File: src/rtl/if_fetch_unit.sv
// if_fetch_unit: PC owner and single-outstanding instruction fetcher feeding the IF/ID register.
module if_fetch_unit #(
  parameter int WIDTH = 32,
  parameter logic [WIDTH-1:0] RESET_PC = '0
) (
  input  logic             clk,
  input  logic             rst,
  input  logic             stall,
  input  logic             redirect_valid,
  input  logic [WIDTH-1:0] redirect_pc,
  output logic             imem_req,
  output logic [WIDTH-1:0] imem_addr,
  input  logic             imem_rvalid,
  input  logic [WIDTH-1:0] imem_rdata,
  output logic             fetch_valid,
  output logic [WIDTH-1:0] pc_out,
  output logic [WIDTH-1:0] instr_out,
  output logic [WIDTH-1:0] pc_plus4_out
);
  typedef enum logic [2:0] {IDLE, ISSUE, WAIT, HOLD, DROP} state_t;
  state_t           r_state;
  logic [WIDTH-1:0] r_pc;
  logic [WIDTH-1:0] r_skid_pc;
  logic [WIDTH-1:0] r_skid_instr;
  logic             w_consume;
  logic             w_take;
  assign w_consume = fetch_valid && !stall;
  assign w_take    = !fetch_valid || w_consume;
  assign imem_req  = r_state == ISSUE;
  assign imem_addr = r_pc;
  always_ff @(posedge clk or posedge rst) begin
    if (rst) begin
      r_state      <= IDLE;
      r_pc         <= RESET_PC;
      r_skid_pc    <= '0;
      r_skid_instr <= '0;
      fetch_valid  <= 1'b0;
      pc_out       <= '0;
      instr_out    <= '0;
      pc_plus4_out <= '0;
    end else if (redirect_valid) begin
      r_pc         <= redirect_pc;
      r_skid_pc    <= '0;
      r_skid_instr <= '0;
      fetch_valid  <= 1'b0;
      pc_out       <= '0;
      instr_out    <= '0;
      pc_plus4_out <= '0;
      // A request still in flight must be drained before refetching; a response landing now drains it.
      r_state <= (r_state == ISSUE) ? DROP :
                 ((r_state == WAIT || r_state == DROP) && !imem_rvalid) ? DROP : ISSUE;
    end else begin
      if (w_consume) begin
        fetch_valid  <= 1'b0;
        pc_out       <= '0;
        instr_out    <= '0;
        pc_plus4_out <= '0;
      end
      case (r_state)
        IDLE:  r_state <= ISSUE;
        ISSUE: r_state <= WAIT;
        WAIT: if (imem_rvalid) begin
          r_pc <= r_pc + WIDTH'(4);
          if (w_take) begin
            fetch_valid  <= 1'b1;
            pc_out       <= r_pc;
            instr_out    <= imem_rdata;
            pc_plus4_out <= r_pc + WIDTH'(4);
            r_state      <= ISSUE;
          end else begin
            r_skid_pc    <= r_pc;
            r_skid_instr <= imem_rdata;
            r_state      <= HOLD;
          end
        end
        HOLD: if (w_consume) begin
          fetch_valid  <= 1'b1;
          pc_out       <= r_skid_pc;
          instr_out    <= r_skid_instr;
          pc_plus4_out <= r_skid_pc + WIDTH'(4);
          r_skid_pc    <= '0;
          r_skid_instr <= '0;
          r_state      <= ISSUE;
        end
        DROP: if (imem_rvalid) r_state <= ISSUE;
        default: r_state <= IDLE;
      endcase
    end
  end
endmodule

File: config.mk
export PLATFORM = sky130hd
export DESIGN_NAME = if_fetch_unit
export DESIGN_NICKNAME = d
export VERILOG_FILES = /design/src/rtl/if_fetch_unit.sv
export SDC_FILE = /design/constraint.sdc
export NUM_CORES = 1
export LEC_CHECK = 0
export CAP_MARGIN = 40
export CORE_UTILIZATION = 45
export CTS_CLUSTER_DIAMETER = 40
export DETAILED_ROUTE_END_ITERATION = 6
export GPL_TIMING_DRIVEN = 0
export HOLD_SLACK_MARGIN = 0.12
export PLACE_DENSITY_LB_ADDON = 0.08
export SYNTH_ARGS = -nofsm -noshare
export SYNTH_HDL_FRONTEND = slang
export SYNTH_SLANG_ARGS = --single-unit
export TNS_END_PERCENT = 50
File: constraint.sdc
create_clock -name clk -period 7.02 [get_ports clk]
set_clock_uncertainty 0.1 [all_clocks]
set_input_delay 2.106 -clock clk [delete_from_list [all_inputs] [get_ports clk]]
set_output_delay 2.106 -clock clk [all_outputs]
set_load 0.05 [all_outputs]
==> impl_metrics.py, run 1 <==
metrics = {
    "drt": {
        "antenna_left": 0,
        "drc": 0,
        "drt-total-wl_um": 41910,
        "dr.first_iter.drc_count": 1143,
        "wl_per_cell_um": 21.37,
        "drtPass1Iterations": 6,
        "via_count": 11800,
        "viasPerCell": 6.018,
    },
    "die": {
        "die_h_um": 160.9,
        "row_count": 57,
        "floorplan.initialDensity_pct": 46.34,
        "io_pins": 199,
        "fp.dieW_um": 160.9,
        "coreArea_sq_um": 24530,
        "dieArea_sq_um": 25900,
    },
    "power_and_ir_drop": {
        "leakagePower_nw": 5.418,
        "totalPowerFinal_mw": 4.447,
        "power_density_nw_per_um2": 307.7,
        "irDropWorstVdd_v": 0.0001610,
    },
    "final_layout": {
        "fin_nets": 1695,
        "final_util_pct": 58.90,
        "drive_gt1_share_pct": 4.826,
        "nFillCells": 2272,
        "syn_to_final_growth_pct": 27.12,
        "num_antenna_cells": 0,
        "postLayoutCellArea_sq_um": 14450,
    },
    "timing": {
        "setup_tns_ns": 0,
        "tightest_slew_ns": 0.9606,
        "drv_slew": 0,
        "post-route-min-period_ns": 5.521,
        "final-setup-viol-count": 0,
        "maxClockFrequency_mhz": 181.1,
        "hold_viol": 0,
        "rsz0062_at_grt": "false",
        "period_share_pct": 78.65,
        "slew_headroom_pct": 35.96,
    },
    "clock_tree": {
        "postCtsSetupRepairBufs": 0,
        "numCtsBuffers": 17,
        "clk_latency_ns": 0.45,
        "cts_max_path_buffers": 2,
        "hold_buffers": 0,
        "clkTransAtPathRegs_ns": 0.08,
        "cts-root-buf": "clkbuf_16",
        "cts_sinks": 196,
        "htreeDepth": 4,
        "ctsResizeCount": 0,
        "cts_tree": "built",
    },
    "run": {
        "cap_violations": 0,
    },
    "yosys": {
        "yosys.area.top_type": "dfrtp_1",
        "synth_edf_count": 0,
        "yosys_warnings": 0,
        "ys_seq_area_share_pct": 43.14,
        "syn_inst": 1401,
        "synth_cell_type_count": 58,
        "syn-num-nets": 1472,
        "ys_seq_elements": 196,
        "synth.most_common_cell": "nand2_1",
        "ys_top_cells_by_count": "nand2_1, dfrtp_1, a21oi_1, o21ai_0, clkbuf_1",
        "synthTopCellsByArea": "dfrtp_1, nand2_1, a21oi_1",
        "syn_area_sq_um": 11370,
        "syn_avg_cell_area_sq_um": 8.114,
        "ys_async_sr_fraction_pct": 100.0,
        "ys.flop_type": "dfrtp_1",
        "synth_top_area_share_pct": 43.14,
    },
    "global_routing": {
        "grt_pass1_vias": 10900,
        "grt_max_degree": 38,
        "grt_overflow_total": 0,
        "grt_first_pass_wirelength_um": 64500,
        "antenna_found_initial": 0,
        "grt.total_usage_pct": 32.44,
    },
    "worst_setup_path": {
        "critical_path.max_stage_delay_ns": 0.89,
        "critPathLaunchType": "register",
        "cp.required_ns": 4.81,
        "crit_type": "reg -> out",
        "crit_arrival_ns": 3.31,
        "slowest_stage": "clkdlybuf4s50_1",
        "path_max_fanout": 10,
        "r2r_start": "fetch_valid$_DFF_PP0_",
        "worstSetupEndpointType": "output port",
        "path_delay_family": "buffers and inverters",
        "cp_common_cell": "clkbuf_1",
        "crit_chain": "clkbuf_1 > clkbuf_1 > nor3b_1 > clkdlybuf4s50_1",
        "startpoint": "r_state[0]$_DFFE_PP0P_",
        "worst-path-buf-inv": 3,
    },
    "worst_hold_path": {
        "hold_start": "r_skid_instr[24]$_DFFE_PP0P_",
        "hold_class": "reg -> reg",
    },
    "outcome": {
        "status": "finished, final reports clean",
    },
    "placed_design": {
        "postPlaceCellArea_sq_um": 13880,
        "dp_hpwl_um": 30100,
        "finalWeightedCongestion": 0.9260,
        "port_buffers": 196,
    },
}
==> state kept, by name, summed over array words and instances, names as in the netlist <==
signal	cells
r_state	3
pc_out	32
pc_plus4_out	32
r_skid_instr	32
r_skid_pc	32
instr_out	32
imem_addr	32
fetch_valid	1
==> final cells by class <==
type / instances / area [sq um] / share of cell area (%)
clock inverter: 12 / 111.4 / 0.7706
inverter: 8 / 33.78 / 0.2338
clock buffer: 20 / 456.7 / 3.160
buffer: 142 / 688.2 / 4.762
multi-input combinational: 1055 / 5751 / 39.79
tap: 324 / 405.4 / 2.805
sequential: 196 / 4905 / 33.94
timing repair buffer: 204 / 2101 / 14.54
==> worst reg2reg max path, cell delays in order (launching register included) <==
cell,delay [ns]
dfrtp_1,0.41
clkbuf_1,0.19
a21boi_1,0.72
clkbuf_1,0.67
buf_1,0.55
nand2_1,0.12
a311oi_1,0.35
==> logic make-up after synthesis <==
logic type	after synthesis	share of synthesized area [%]
compound gates	390	20.78
xor+xnor	82	6.317
mux	4	0.3742
flops	196	43.14
fa+ha+maj	2	0.2201
simple gates	577	22.85
buf+inv	150	6.317
==> report_power, final <==
part | internal [mW] | switching, mW | total, mW | leakage (nW)
Clock | 0.489 | 0.500 | 0.989 | 0.283
Sequential | 1.32 | 0.203 | 1.53 | 2.60
Combinational | 0.616 | 1.32 | 1.93 | 2.53
Total | 2.43 | 2.02 | 4.45 | 5.42
==> placed cells by master (no fill, tap or decap), types with 17 or more instances in the layout <==
cell | synthesis | layout
nand2_1 | 336 | 336
dfrtp_1 | 196 | 196
clkdlybuf4s50_1 | 0 | 196
a21oi_1 | 158 | 158
o21ai_0 | 111 | 111
clkbuf_1 | 108 | 109
nand3_1 | 102 | 102
a311oi_1 | 67 | 67
xnor2_1 | 47 | 47
nor2_1 | 45 | 45
xor2_1 | 35 | 35
nor3_1 | 26 | 25
nand4_1 | 19 | 19
clkbuf_16 | 0 | 17
==> per-layer routing <==
metal,vias to the layer above,GRT usage (%),part of all wire (%)
met5,-,0,0
met4,0,9.177,2.1
met3,67,5.785,9.0
met2,617,48.33,44
met1,5729,48.02,44
li1,5389,-,-
==> through the flow <==
step,cells,setup slack [ns],hold WS (ns)
2_1_floorplan,1401,2.282,0.3497
3_3_place_gp,1921,0.4794,0.3620
3_5_place_dp,1929,1.817,0.3704
4_1_cts,1961,1.540,0.3881
5_1_grt,1961,1.456,0.4067
6_report,1961,1.499,0.3856
==> path summary, 6_finish.rpt <==
| path | depth (start not counted) | slack [ns] | to |
|---|---|---|---|
| worst max-delay path | 4 | 1.50 | imem_req |
| worst min-delay path | 2 | 0.39 | r_skid_instr[24]$_DFFE_PP0P_ |
| worst max register to register | 6 | 3.78 | pc_out[14]$_DFF_PP0_ |
| worst min register to register | 2 | 0.39 | r_skid_instr[24]$_DFFE_PP0P_ |
| max in group asynchronous | 4 | 3.99 | r_skid_pc[5]$_DFFE_PP0P_ |
| min in group asynchronous | 2 | 1.99 | pc_out[27]$_DFF_PP0_ |
(Power assumes the default switching activity.)
==> run 2: changes to the inputs <==
==> constraint.sdc (replaced) <==
create_clock -name clk -period 4.55 [get_ports clk]
set_clock_uncertainty 0.1 [all_clocks]
set_input_delay 1.365 -clock clk [delete_from_list [all_inputs] [get_ports clk]]
set_output_delay 1.365 -clock clk [all_outputs]
set_load 0.05 [all_outputs]
==> impl_metrics.py, run 2 (synthesized netlist as in run 1, its figures left out) <==
metrics = {
    "global_routing": {
        "antenna_found_initial": 0,
        "grt_max_degree": 38,
        "grt_pass1_vias": 10910,
        "grt_first_pass_wirelength_um": 64470,
        "grt.total_usage_pct": 32.43,
        "grt_overflow_total": 0,
    },
    "worst_hold_path": {
        "hold_start": "r_skid_instr[24]$_DFFE_PP0P_",
        "holdPathStages": 2,
        "hold_end": "r_skid_instr[24]$_DFFE_PP0P_",
        "hold_class": "reg -> reg",
    },
    "timing": {
        "rsz0062_at_grt": "false",
        "maxClockFrequency_mhz": 230.9,
        "drv_slew": 0,
        "fin_hold_ws_ns": 0.3822,
        "setup_tns_ns": 0,
        "slew_headroom_pct": 37.15,
        "tightest_slew_ns": 0.9427,
        "final-setup-viol-count": 0,
        "setup_ws_ns": 0.2199,
        "hold_viol": 0,
        "post-route-min-period_ns": 4.330,
        "period_share_pct": 95.17,
    },
    "worst_setup_path": {
        "path_max_fanout": 14,
        "path_delay_family": "buffers and inverters",
        "rrSetupSlack_ns": 1.35,
        "crit_chain": "clkbuf_1 > nor3b_1 > clkdlybuf4s50_1",
        "worstSetupEndpointType": "output port",
        "crit_arrival_ns": 2.87,
        "reg2reg_depth": 6,
        "cp.required_ns": 3.08,
        "critical_path.max_stage_delay_ns": 0.89,
        "r2r-end": "pc_out[27]$_DFF_PP0_",
        "slowest_stage": "clkdlybuf4s50_1",
        "r2r_start": "fetch_valid$_DFF_PP0_",
        "crit_type": "reg -> out",
        "critPathLaunchType": "register",
        "worst-path-buf-inv": 2,
    },
    "final_layout": {
        "nFillCells": 2273,
        "multi_input_area_sq_um": 5751,
        "area.sequential_sq_um": 4906,
        "num_antenna_cells": 0,
        "syn_to_final_growth_pct": 27.10,
        "layout_commonest_cell": "nand2_1",
        "final_util_pct": 58.89,
        "layout_common_cells": "nand2_1, clkdlybuf4s50_1, dfrtp_1, a21oi_1, o21ai_0",
        "drive_gt1_share_pct": 4.890,
        "fin_nets": 1694,
    },
    "drt": {
        "viasPerCell": 6.016,
        "drt-total-wl_um": 41750,
        "wl_per_cell_um": 21.30,
        "dr.first_iter.drc_count": 1380,
        "via_count": 11790,
        "drc": 0,
        "drtPass1Iterations": 6,
        "antenna_left": 0,
    },
    "clock_tree": {
        "cts_sinks": 196,
        "numCtsBuffers": 17,
        "hold_buffers": 0,
        "cts_tree": "built",
        "cts_max_path_buffers": 2,
        "clk_latency_ns": 0.45,
        "cts-root-buf": "clkbuf_16",
        "clkTransAtPathRegs_ns": 0.08,
        "postCtsSetupRepairBufs": 0,
        "htreeDepth": 4,
    },
    "power_and_ir_drop": {
        "p_int_mw": 3.746,
        "totalPowerFinal_mw": 6.852,
        "swShare_pct": 45.34,
        "irDropWorstVdd_v": 0.0002486,
        "leakagePower_nw": 5.416,
        "p_switching_mw": 3.106,
        "clockPowerShare_pct": 22.3,
        "power_density_nw_per_um2": 474.2,
        "seqPwrFrac_pct": 34.7,
        "power_frac_comb_pct": 43.0,
    },
    "die": {
        "floorplan.initialDensity_pct": 46.34,
        "io_pins": 199,
        "dieArea_sq_um": 25900,
        "die_h_um": 160.9,
        "fp.dieW_um": 160.9,
        "row_count": 57,
        "coreArea_sq_um": 24530,
    },
    "outcome": {
        "status": "finished, final reports clean",
    },
    "placed_design": {
        "dp_hpwl_um": 30100,
        "finalWeightedCongestion": 0.9260,
        "port_buffers": 196,
        "detailedPlace.worstSlack_ns": 0.08848,
    },
    "run": {
        "cap_violations": 0,
    },
}
## run 2: what timing repair did
action / in CTS / in global routing
resized for setup: 0 / 1
hold endpoints to repair: 0 / 0
setup endpoints to repair: 1 / 1
## run 2: worst max-delay path by stage
stage / startpoint / end / slack, ns / cells after the start
final: r_state[0]$_DFFE_PP0P_ / imem_req / 0.22 / 3
after global routing: r_state[0]$_DFFE_PP0P_ / imem_req / 0.19 / 3
after CTS: r_state[0]$_DFFE_PP0P_ / imem_req / 0.07 / 3
after detailed placement: stall / pc_out[27]$_DFF_PP0_ / 0.09 / 6
after global placement: rst / instr_out[28]$_DFF_PP0_ / -1.25 / 2
after floorplan: rst / fetch_valid$_DFF_PP0_ / 0.55 / 1
## run 2: power by group through the flow
stage               registers (mW)  logic [mW]  clock network (mW)
floorplan                     3.07        1.16                   0
global placement              2.38        2.88                   0
detailed placement            2.38        2.94                   0
CTS                           2.37        2.92                1.52
global route                  2.41        3.13                1.59
finish                        2.38        2.95                1.52
## run 2: area by class of cell
type / instances / share of cell area (%)
well taps: 324 / 2.806
repair buffers: 204 / 14.54
inverters: 8 / 0.2338
multi-input cells: 1055 / 39.80
clock buffers: 20 / 3.161
plain buffers: 141 / 4.737
clock inverters: 12 / 0.7707
flip-flops and latches: 196 / 33.95
## run 2: layer usage
metal | track usage, % | part of all wire, % | vias up
met4 | 9.391 | 2.1 | 0
met1 | 48.13 | 44 | 5721
met3 | 5.630 | 9.3 | 62
met5 | 0 | 0 | -
met2 | 48.18 | 44 | 623
li1 | - | - | 5386
## run 2: worst min-delay path, stage by stage, from the launching register on
cell and delay [ns]:
dfrtp_1 0.35, nand2_1 0.05, o21ai_0 0.06
## run 2: stage by stage
| stage | instances | area (sq um) |
|---|---|---|
| 2_1_floorplan | 1401 | 11370 |
| 3_3_place_gp | 1921 | 13740 |
| 3_5_place_dp | 1929 | 13880 |
| 4_1_cts | 1960 | 14450 |
| 5_1_grt | 1960 | 14450 |
| 6_report | 1960 | 14450 |
==> run 3: changes to the inputs <==
--- a/config.mk
+++ b/config.mk
@@ -10,7 +10,6 @@
 export CTS_CLUSTER_DIAMETER = 40
 export DETAILED_ROUTE_END_ITERATION = 6
 export GPL_TIMING_DRIVEN = 0
-export HOLD_SLACK_MARGIN = 0.12
 export PLACE_DENSITY_LB_ADDON = 0.08
 export SYNTH_ARGS = -nofsm -noshare
 export SYNTH_HDL_FRONTEND = slang
==> results of run 3 <==
Same layout as run 2: the final DEF is identical, and so are final timing and power.
